### config.mk
export PLATFORM = sky130hd
export DESIGN_NAME = param_updown_counter
export DESIGN_NICKNAME = d
export VERILOG_FILES = /design/src/rtl/counter_pkg.sv /design/src/rtl/param_updown_counter.sv
export SDC_FILE = /design/constraint.sdc
export NUM_CORES = 1
export LEC_CHECK = 0
export CORE_ASPECT_RATIO = 1.2
export CORE_UTILIZATION = 40
export DETAILED_ROUTE_END_ITERATION = 8
export PLACE_DENSITY = 0.78
export SYNTH_ARGS = -nofsm -noshare
export SYNTH_HDL_FRONTEND = slang
export SYNTH_SLANG_ARGS = --single-unit
export TNS_END_PERCENT = 100
### constraint.sdc
create_clock -name clk -period 5.6 [get_ports clk]
set_clock_uncertainty 0.05 [all_clocks]
set_input_delay 1.4 -clock clk [delete_from_list [all_inputs] [get_ports clk]]
set_output_delay 1.4 -clock clk [all_outputs]
set_load 0.01 [all_outputs]
### src/rtl/counter_pkg.sv
// Shared constants for the up/down counter: direction and terminal-mode encodings.
package counter_pkg;

  localparam logic CNT_UP    = 1'b1;
  localparam logic CNT_DOWN  = 1'b0;
  localparam logic MODE_WRAP = 1'b0;
  localparam logic MODE_SAT  = 1'b1;

endpackage : counter_pkg

### src/rtl/param_updown_counter.sv
// Parameterised up/down counter with runtime modulus, wrap/saturate terminal mode,
// clamped parallel load and a sticky overflow flag.
module param_updown_counter
  import counter_pkg::*;
#(
  parameter int unsigned WIDTH   = 4,
  parameter int unsigned RST_VAL = 0
) (
  input  logic             clk,
  input  logic             rst,
  input  logic             en,
  input  logic             up,
  input  logic             sat,
  input  logic             load,
  input  logic [WIDTH-1:0] load_val,
  input  logic [WIDTH-1:0] max_val,
  output logic [WIDTH-1:0] q,
  output logic             tc,
  output logic             ovf
);

  if (WIDTH < 2 || WIDTH > 32) begin : g_bad_width
    $fatal(1, "param_updown_counter: WIDTH must be in 2..32");
  end

  if (64'(RST_VAL) > ((64'd1 << WIDTH) - 64'd1)) begin : g_bad_rst_val
    $fatal(1, "param_updown_counter: RST_VAL does not fit in WIDTH bits");
  end

  logic [WIDTH-1:0] q_q, q_d;
  logic             ovf_q, ovf_d;
  logic             at_top, at_zero;

  assign at_top  = (q_q >= max_val);
  assign at_zero = (q_q == '0);

  always_comb begin
    q_d   = q_q;
    ovf_d = ovf_q;
    if (load) begin
      q_d   = (load_val > max_val) ? max_val : load_val;
      ovf_d = 1'b0;
    end else if (en) begin
      if (up == CNT_UP) begin
        if (at_top) begin
          q_d   = (sat == MODE_SAT) ? max_val : '0;
          ovf_d = 1'b1;
        end else begin
          q_d = q_q + WIDTH'(1);
        end
      end else begin
        // A count left above a lowered modulus snaps back into range silently.
        if (q_q > max_val) begin
          q_d = max_val;
        end else if (at_zero) begin
          q_d   = (sat == MODE_SAT) ? '0 : max_val;
          ovf_d = 1'b1;
        end else begin
          q_d = q_q - WIDTH'(1);
        end
      end
    end
  end

  always_ff @(posedge clk) begin
    if (!rst) begin
      q_q   <= WIDTH'(RST_VAL);
      ovf_q <= 1'b0;
    end else begin
      q_q   <= q_d;
      ovf_q <= ovf_d;
    end
  end

  assign tc  = en & ~load & (((up == CNT_UP) & at_top) | ((up == CNT_DOWN) & at_zero));
  assign q   = q_q;
  assign ovf = ovf_q;

endmodule : param_updown_counter

### Yosys cells after proc, flatten, opt, wreduce, memory -nomap -nowiden

Cells that the tools add are included.

* bits in registers: 5
* bits in latches: 0
* RAM bits: 0
* bits in read-only memories: 0
* bits of input ports: 14
* word-level logic and storage cells: 35
* memories: 0

* add/subtract/negate cells: 2
* multipliers: 0
* div/mod/pow operators: 0
* magnitude comparators: 3
* equality and inequality tests: 2
* shift operators: 0
* mux-type cells: 13
* bitwise operators: 8
* reduce and logical (&&, ||, !) cells: 5

Operators with widths (number)
* two-way mux 4 bit: 9
* greater-than comparator 4 bit: 2
* adder 4 x 1 -> 4 bit (second input constant): 1
* bitwise AND 1 bit: 4
* greater-or-equal comparator 4 bit: 1
* logical NOT 4 bit: 1
* two-way mux 1 bit: 4
* AND reduction 4 bit: 1
* nonzero test 2 bit: 2
* subtractor 4 x 1 -> 4 bit (second input constant): 1
* inverter 1 bit: 3
* inequality test 2 x 1 -> 1 bit (second input constant): 1
* inequality test 2 bit (second input constant): 1
* OR reduction 2 bit: 1
* bitwise OR 1 bit: 1

### Depth between registers and ports, before layout

Gate-level depths: netlist (run 1).

* depth after elaboration: 6
* depth in mapped cells: 8

### Least setup slack after synthesis (run 1)

Ideal clock, no wire load.

* kind: input -> output
* start point: input port max_val[1]
* end point: output port tc
* arrival: 2.506 ns
* required time: 4.150 ns
* path slack: 1.644 ns
* stages on the path: 7
* path buffers: 0
* cells stage by stage: inv_1 > ha_1 > nor2b_1 > o211ai_2 > nand3_1 > nand2_1 > a21oi_1

* word-level cells in the longest chain between the ends: 4

Ends and longest elaborated chain
* from (decl): line param_updown_counter.sv:16 `input logic [WIDTH-1:0] max_val,`
* greater-or-equal comparator 4 bit: line param_updown_counter.sv:34 `assign at_top = (q_q >= max_val);`
* bitwise AND 1 bit: line param_updown_counter.sv:75 `assign tc = en & ~load & (((up == CNT_UP) & at_top) | ((up == CNT_DOWN) & at_zero));`
* bitwise OR 1 bit: line param_updown_counter.sv:75
* bitwise AND 1 bit: line param_updown_counter.sv:75
* to (decl): line param_updown_counter.sv:18 `output logic tc,`

No other way between the ends.

### Worst setup path in the final report (run 1)

Same ends and word-level chain as after synthesis.

==> metrics.md, run 1 <==
| Metric | Value |
|---|---|
| Cell area after synthesis | `759 um^2` |
| Synthesis Warnings | `0` |
| Worst-Skew Late Latency | `250 ps` |
| Yosys reg bits | `5` |
| Max Transition Viols Final | `0` |
| Worst path slowest cell | `clkdlybuf4s50_1` |
| Xor and xnor area share after synthesis | `0.0231` |
| Initial Util | `0.446` |
| Post-CTS Hold Buffers | `0` |
| Commonest non-fill, non-tap cell in the layout | `clkdlybuf4s50_1` |
| Largest net degree at the start of global routing | `12` |
| Nets | `153` |
| Unrepaired setup endpoints after global routing | `no` |
| Critical path peak fanout | `8` |
| GRT overflow | `0` |
| Post-synthesis net count | `132` |
| Post-synthesis mux area share | `0.0132` |
| Maximum resistive drop on vdd | `0.000145 V` |
| Worst EP required | `4150 ps` |
| Worst path top cell family by delay | `buffers and inverters` |
| Worst Setup EP | `tc` |
| CTS sink count | `5` |
| Setup bufs post-CTS | `0` |
| Pwr Density | `200 nW/um^2` |
| CTS tree | `yes` |
| RR Endpoint | `q[2]$_SDFFE_PN0P_` |
| Tcrit/Tclk final | `0.921` |
| Clk buf depth | `2` |
| Layout cell share with drive strength beyond 1 | `0.0391` |
| First-pass GRT wire length | `3.64 mm` |
| Final min period | `5160 ps` |
| Die Wd | `41.8 um` |
| CTS Buf Count | `3` |
| Crit-path cells | `clkdlybuf4s50_1 -> inv_1 -> ha_1 -> nor2b_1 -> o211ai_2 -> nand3_1 -> nand2_1 -> a21oi_1 -> clkdlybuf4s50_1` |
| Placement Setup Slack | `469 ps` |
| Initial antenna violation count | `0` |
| Vias per Instance | `6.03` |
| Critical path capture point type | `output port` |
| Worst Min Path Start | `ovf$_SDFFE_PP0P_` |
| Clk slew on worst S/H paths | `40 ps` |
| Setup ws final | `442 ps` |
| Post-Layout Inst Area | `985 um^2` |
| Vias in the first global route | `825` |
| Post-Syn Instances | `108` |
| Number of diodes | `0` |
| Register area | `100 um^2` |
| Leakage | `0.398 nW` |
| Crit-path most repeated cell | `clkdlybuf4s50_1` |
| Vias | `881` |
| Synth top area share | `0.165` |
| Routability cong. | `0.889` |
| Die ar. | `2080 um^2` |
| Area of the multi-input gates | `608 um^2` |
| Setup_tns | `0 ps` |
| Post-synth top area cell | `ha_1` |
| DR DRC count | `0` |
| Area Overhead vs Synth | `29.7%` |
| Die Height | `49.7 um` |
| Most frequent cells in the layout | `clkdlybuf4s50_1 (19), inv_1 (10), a21oi_1 (10), ha_1 (10), nand2_1 (9)` |
| Worst path max stage delay | `550 ps` |
| Final Hold Vio Count | `0` |
| Detail Route Antenna Nets | `0` |
| Layout fillers | `159` |
| Average wire per standard cell | `14.8 um` |
| # IOs | `20` |
| Synth cell types | `34` |
| Crit Reg-Reg Startpoint | `q[0]$_SDFFE_PN0P_` |
| R2R depth | `7` |
| Largest family of logic cells by synthesized area | `compound AO/OA/AOI/OAI gates` |
| Worst Path Class, Setup | `in2out` |
| Dpl hpwl | `1.73 mm` |
| Max frequency | `194 MHz` |
| Total Routing Usage GR | `0.229` |
| Setup crit start kind | `input port` |
| TritonRoute pass-1 iters | `4` |
| DR iter-0 viols | `45` |
| Rows | `16` |
| DP Area | `958 um^2` |
| Core ar. | `1700 um^2` |
| Final setup viols | `0` |
| Reg-to-reg slack, setup | `3380 ps` |
| Post-Synth Adder-Cell Area | `0.165` |
| Post-synthesis compound-gate area fraction | `0.351` |
| Avg Cell Area, Syn | `7.03 um^2` |
| WP depth | `9` |
| Clock root buffer | `clkbuf_4` |
| Worst-Margin Slew | `450 ps` |
| Worst hold path class | `reg2reg` |
| CP Launch Point | `max_val[1]` |
| Seq/Total Area, Yosys | `0.132` |
| Post-synthesis simple-gate area fraction | `0.249` |
| WP data arrival | `3710 ps` |
| Outcome | `complete, no violations` |
| H-Tree Depth | `1` |
| Max capacitance violation total | `0` |
| Main area contributors after synthesis | `ha_1 (16%), dfxtp_1 (13%), a21oi_1 (6.6%)` |
| IO buf count | `19` |
| Detailed Route WL | `2.16 mm` |
| Slew margin rel. | `0.693` |
| PostCTS Resize Cnt | `0` |
| Critical path buffer and inverter count | `3` |
## where the power goes
part	switching [W]	leakage [nW]	internal (W)
logic	0.0000560	0.342	0.0000491
registers	0.00000882	0.0415	0.0000400
clock network	0.0000158	0.0150	0.0000270
## flip-flops by register name (all words and copies together) (netlist names)
name / cells
ovf: 1
q: 4
## cell usage after synthesis
| cell type | n |
|---|---|
| a21oi_1 | 10 |
| o211ai_1 | 4 |
| o221ai_1 | 3 |
| a22oi_1 | 1 |
| a31oi_1 | 5 |
| a2111oi_0 | 1 |
| nor3_1 | 3 |
| nand3_1 | 3 |
| nand2b_1 | 2 |
| nor2_1 | 7 |
| a311oi_1 | 1 |
| and3_1 | 1 |
| o211ai_2 | 1 |
| inv_1 | 10 |
| xnor2_1 | 2 |
| o21ai_1 | 3 |
| dfxtp_1 | 5 |
| o21a_1 | 1 |
| nand4_1 | 2 |
| mux2i_1 | 1 |
| a21boi_2 | 1 |
| o21ai_0 | 6 |
| clkbuf_1 | 1 |
| ha_1 | 10 |
| o31a_1 | 1 |
| and2_1 | 1 |
| o21ba_1 | 1 |
| nand2_1 | 9 |
| or4b_1 | 1 |
| buf_2 | 2 |
| nand3b_1 | 1 |
| o311ai_0 | 1 |
| or3_1 | 2 |
| nor2b_1 | 5 |
## tightest hold or removal path, stage by stage, from the launching register on
cell	delay [ps]
dfxtp_1	300
nand2_1	50
o21ai_1	50
## logic make-up (layout without fill, tap and decap cells)
kind of cell / Yosys count / count (layout)
adders and majority gates: 10 / 10
muxes: 1 / 1
DFF: 5 / 5
AOI/OAI and AO/OA: 40 / 40
buffers and inverters: 13 / 33
xor gates and xnor gates: 2 / 2
and+or+nand+nor: 37 / 37
## how the worst min path moves through the flow
stage	endpoint	depth (start not counted)
final	ovf$_SDFFE_PP0P_	2
after global routing	ovf$_SDFFE_PP0P_	2
after CTS	ovf$_SDFFE_PP0P_	2
after detailed placement	ovf$_SDFFE_PP0P_	2
after global placement	ovf$_SDFFE_PP0P_	2
after floorplan	ovf$_SDFFE_PP0P_	2
## final cells by class
class | instances | share of cell area
inverters | 10 | 0.0381
multi-input cells | 90 | 0.618
repair buffers | 19 | 0.193
clock buffers | 4 | 0.0267
well taps | 18 | 0.0229
flip-flops and latches | 5 | 0.102
## layer usage
metal  GRT usage  up-vias  routed length (um)  part of all wire
met5           0        -                   0                 0
met4      0.0699        0                   0                 0
met3      0.0549        0                  88             0.041
met2       0.393       31                1110              0.52
met1       0.277      407                 955              0.44
li1            -      443                   -                 -
## metrics by stage
step                total power [W]  hold WS (ps)  instances  utilization
floorplan                  0.000115           420        108            -
global placement           0.000151           383        142        0.563
detailed placement         0.000154           395        142        0.563
CTS                        0.000198           401        146        0.579
global route               0.000217           421        146        0.579
finish                     0.000197           398        146        0.579
Note: power is estimated with default switching activity, not from simulation.
==> run 2: changes to the inputs <==
--- a/config.mk
+++ b/config.mk
@@ -8,7 +8,8 @@
 export CORE_ASPECT_RATIO = 1.2
 export CORE_UTILIZATION = 40
 export DETAILED_ROUTE_END_ITERATION = 8
-export PLACE_DENSITY = 0.78
+export DONT_BUFFER_PORTS = 1
+export PLACE_DENSITY = 0.64
 export SYNTH_ARGS = -nofsm -noshare
 export SYNTH_HDL_FRONTEND = slang
 export SYNTH_SLANG_ARGS = --single-unit
==> metrics.md, run 2 (same netlist as run 1, synthesis figures left out) <==
| Metric | Value |
|---|---|
| Outcome | `complete, no violations (unchanged)` |
| Critical path capture point type | `output port (unchanged)` |
| Area of the multi-input gates | `608 um^2 (unchanged)` |
| PostCTS Resize Cnt | `0 (unchanged)` |
| Combinational share of power | `0.451 (was 0.534)` |
| P_int | `0.000101 W (was 0.000116 W)` |
| H-Tree Depth | `1 (unchanged)` |
| DR DRC count | `0 (unchanged)` |
| Setup crit start kind | `input port (unchanged)` |
| Setup bufs post-CTS | `0 (unchanged)` |
| CTS sink count | `5 (unchanged)` |
| Max Transition Viols Final | `0 (unchanged)` |
| Final min period | `4090 ps (was 5160 ps)` |
| Most frequent cells in the layout | `inv_1 (10), a21oi_1 (10), ha_1 (10) (was clkdlybuf4s50_1 (19), inv_1 (10), a21oi_1 (10), ha_1 (10), nand2_1 (9))` |
| Clk buf depth | `2 (unchanged)` |
| Max FFs per register | `4 (unchanged)` |
| Slew margin rel. | `0.678 (was 0.693)` |
| Die ar. | `2080 um^2 (unchanged)` |
| Layout cell share with drive strength beyond 1 | `0.0459 (was 0.0391)` |
| Post-CTS Hold Buffers | `0 (unchanged)` |
| Die Height | `49.7 um (unchanged)` |
| CP Launch Point | `max_val[1] (unchanged)` |
| Placement Setup Slack | `1510 ps (was 469 ps)` |
| Nets | `134 (was 153)` |
| Initial antenna violation count | `0 (unchanged)` |
| Core ar. | `1700 um^2 (unchanged)` |
| Clk slew on worst S/H paths | `40 ps (about the same)` |
| Setup_tns | `0 ps (unchanged)` |
| Vias per Instance | `6.25 (was 6.03)` |
| Worst-Skew Late Latency | `250 ps (about the same)` |
| Worst Min Path Start | `ovf$_SDFFE_PP0P_ (unchanged)` |
| Detail Route Antenna Nets | `0 (unchanged)` |
| RR Endpoint | `q[2]$_SDFFE_PN0P_ (unchanged)` |
| R2R depth | `7 (unchanged)` |
| Worst hold margin | `447 ps (was 398 ps)` |
| Clock root buffer | `clkbuf_4 (unchanged)` |
| Power Total | `0.000173 W (was 0.000197 W)` |
| Unrepaired setup endpoints after global routing | `no (unchanged)` |
| Crit Reg-Reg Startpoint | `q[0]$_SDFFE_PN0P_ (unchanged)` |
| Worst-Margin Slew | `477 ps (was 450 ps)` |
| Average wire per standard cell | `15.5 um (was 14.8 um)` |
| Final setup viols | `0 (unchanged)` |
| Register area | `100 um^2 (unchanged)` |
| Setup ws final | `1510 ps (was 442 ps)` |
| WP data arrival | `2640 ps (was 3710 ps)` |
| NetSw | `0.0000717 W (was 0.0000806 W)` |
| IO buf count | `0 (was 19)` |
| Reg-to-reg slack, setup | `3360 ps (was 3380 ps)` |
| Pwr Density | `217 nW/um^2 (was 200 nW/um^2)` |
| Largest net degree at the start of global routing | `12 (unchanged)` |
| Sequential share of power | `0.297 (was 0.248)` |
| First-pass GRT wire length | `3.34 mm (was 3.64 mm)` |
| # IOs | `20 (unchanged)` |
| Routability cong. | `0.857 (was 0.889)` |
| Max capacitance violation total | `0 (unchanged)` |
| Switch share | `0.415 (was 0.410)` |
| TritonRoute pass-1 iters | `4 (unchanged)` |
| Worst hold path class | `reg2reg (unchanged)` |
| CTS Buf Count | `3 (unchanged)` |
| Hold Crit Depth | `2 (unchanged)` |
| Vias | `794 (was 881)` |
| GRT overflow | `0 (unchanged)` |
| Dpl hpwl | `1.61 mm (was 1.73 mm)` |
| CTS tree | `yes (unchanged)` |
| Die Wd | `41.8 um (unchanged)` |
| Tcrit/Tclk final | `0.730 (was 0.921)` |
| Maximum resistive drop on vdd | `0.0000720 V (was 0.000145 V)` |
| Initial Util | `0.446 (unchanged)` |
| Worst EP required | `4150 ps (about the same)` |
| Critical path peak fanout | `8 (unchanged)` |
| Worst Path Class, Setup | `in2out (unchanged)` |
| Vias in the first global route | `772 (was 825)` |
| Detailed Route WL | `1.97 mm (was 2.16 mm)` |
| Leakage | `0.326 nW (was 0.398 nW)` |
| Final Hold Vio Count | `0 (unchanged)` |
| Area Overhead vs Synth | `4.61% (was 29.7%)` |
| Max frequency | `245 MHz (was 194 MHz)` |
| Total Routing Usage GR | `0.203 (was 0.229)` |
| Clock share of power | `0.252 (was 0.218)` |
| Layout fillers | `164 (was 159)` |
| Rows | `16 (unchanged)` |
| Min-Delay Endpoint | `ovf$_SDFFE_PP0P_ (unchanged)` |
| Number of diodes | `0 (unchanged)` |
| DR iter-0 viols | `28 (was 45)` |
[run 2: cell count changes in the layout (fill, tap and decap cells not counted), sizes merged]
cell	change
clkdlybuf4s50	-19
[run 2: layer usage]
| metal | share of wire | track usage | up-vias |
|---|---|---|---|
| met5 | 0 | 0 | - |
| met2 | 0.47 | 0.331 | 38 |
| met1 | 0.43 | 0.250 | 349 |
| li1 | - | - | 407 |
| met4 | 0 | 0.102 | 0 |
| met3 | 0.098 | 0.0403 | 0 |
[run 2: how the worst max path moves through the flow]
| stage | end | depth (start not counted) |
|---|---|---|
| global placement | tc | 7 |
| global route | tc | 7 |
| finish | tc | 7 |
| floorplan | tc | 7 |
| CTS | tc | 7 |
| detailed placement | tc | 7 |
[run 2: worst max-delay path, stage by stage]
cell      delay [ps]
inv_1             40
ha_1             290
nor2b_1          170
o211ai_2         110
nand3_1          240
nand2_1          110
a21oi_1          270
[run 2: area by class of cell]
cell class                      count  share of cell area
Multi-Input combinational cell     90               0.765
Sequential cell                     5               0.126
Inverter                           10              0.0472
Clock buffer                        4              0.0331
Tap cell                           18              0.0283
[run 2: per-stage QoR]
step                      utilization  std cells  area (um^2)
after floorplan                     -        108          759
after global placement          0.451        123          768
after detailed placement        0.451        123          768
after CTS                       0.467        127          795
after global routing            0.467        127          795
final                           0.467        127          795
[run 2: power groups by stage]
stage                     clock network (W)  registers [W]   logic, W
final                             0.0000435      0.0000513  0.0000779
after global routing              0.0000453      0.0000524  0.0000887
after CTS                         0.0000442      0.0000511  0.0000775
after detailed placement                  0      0.0000518  0.0000772
after global placement                    0      0.0000519  0.0000766
after floorplan                           0      0.0000487  0.0000665
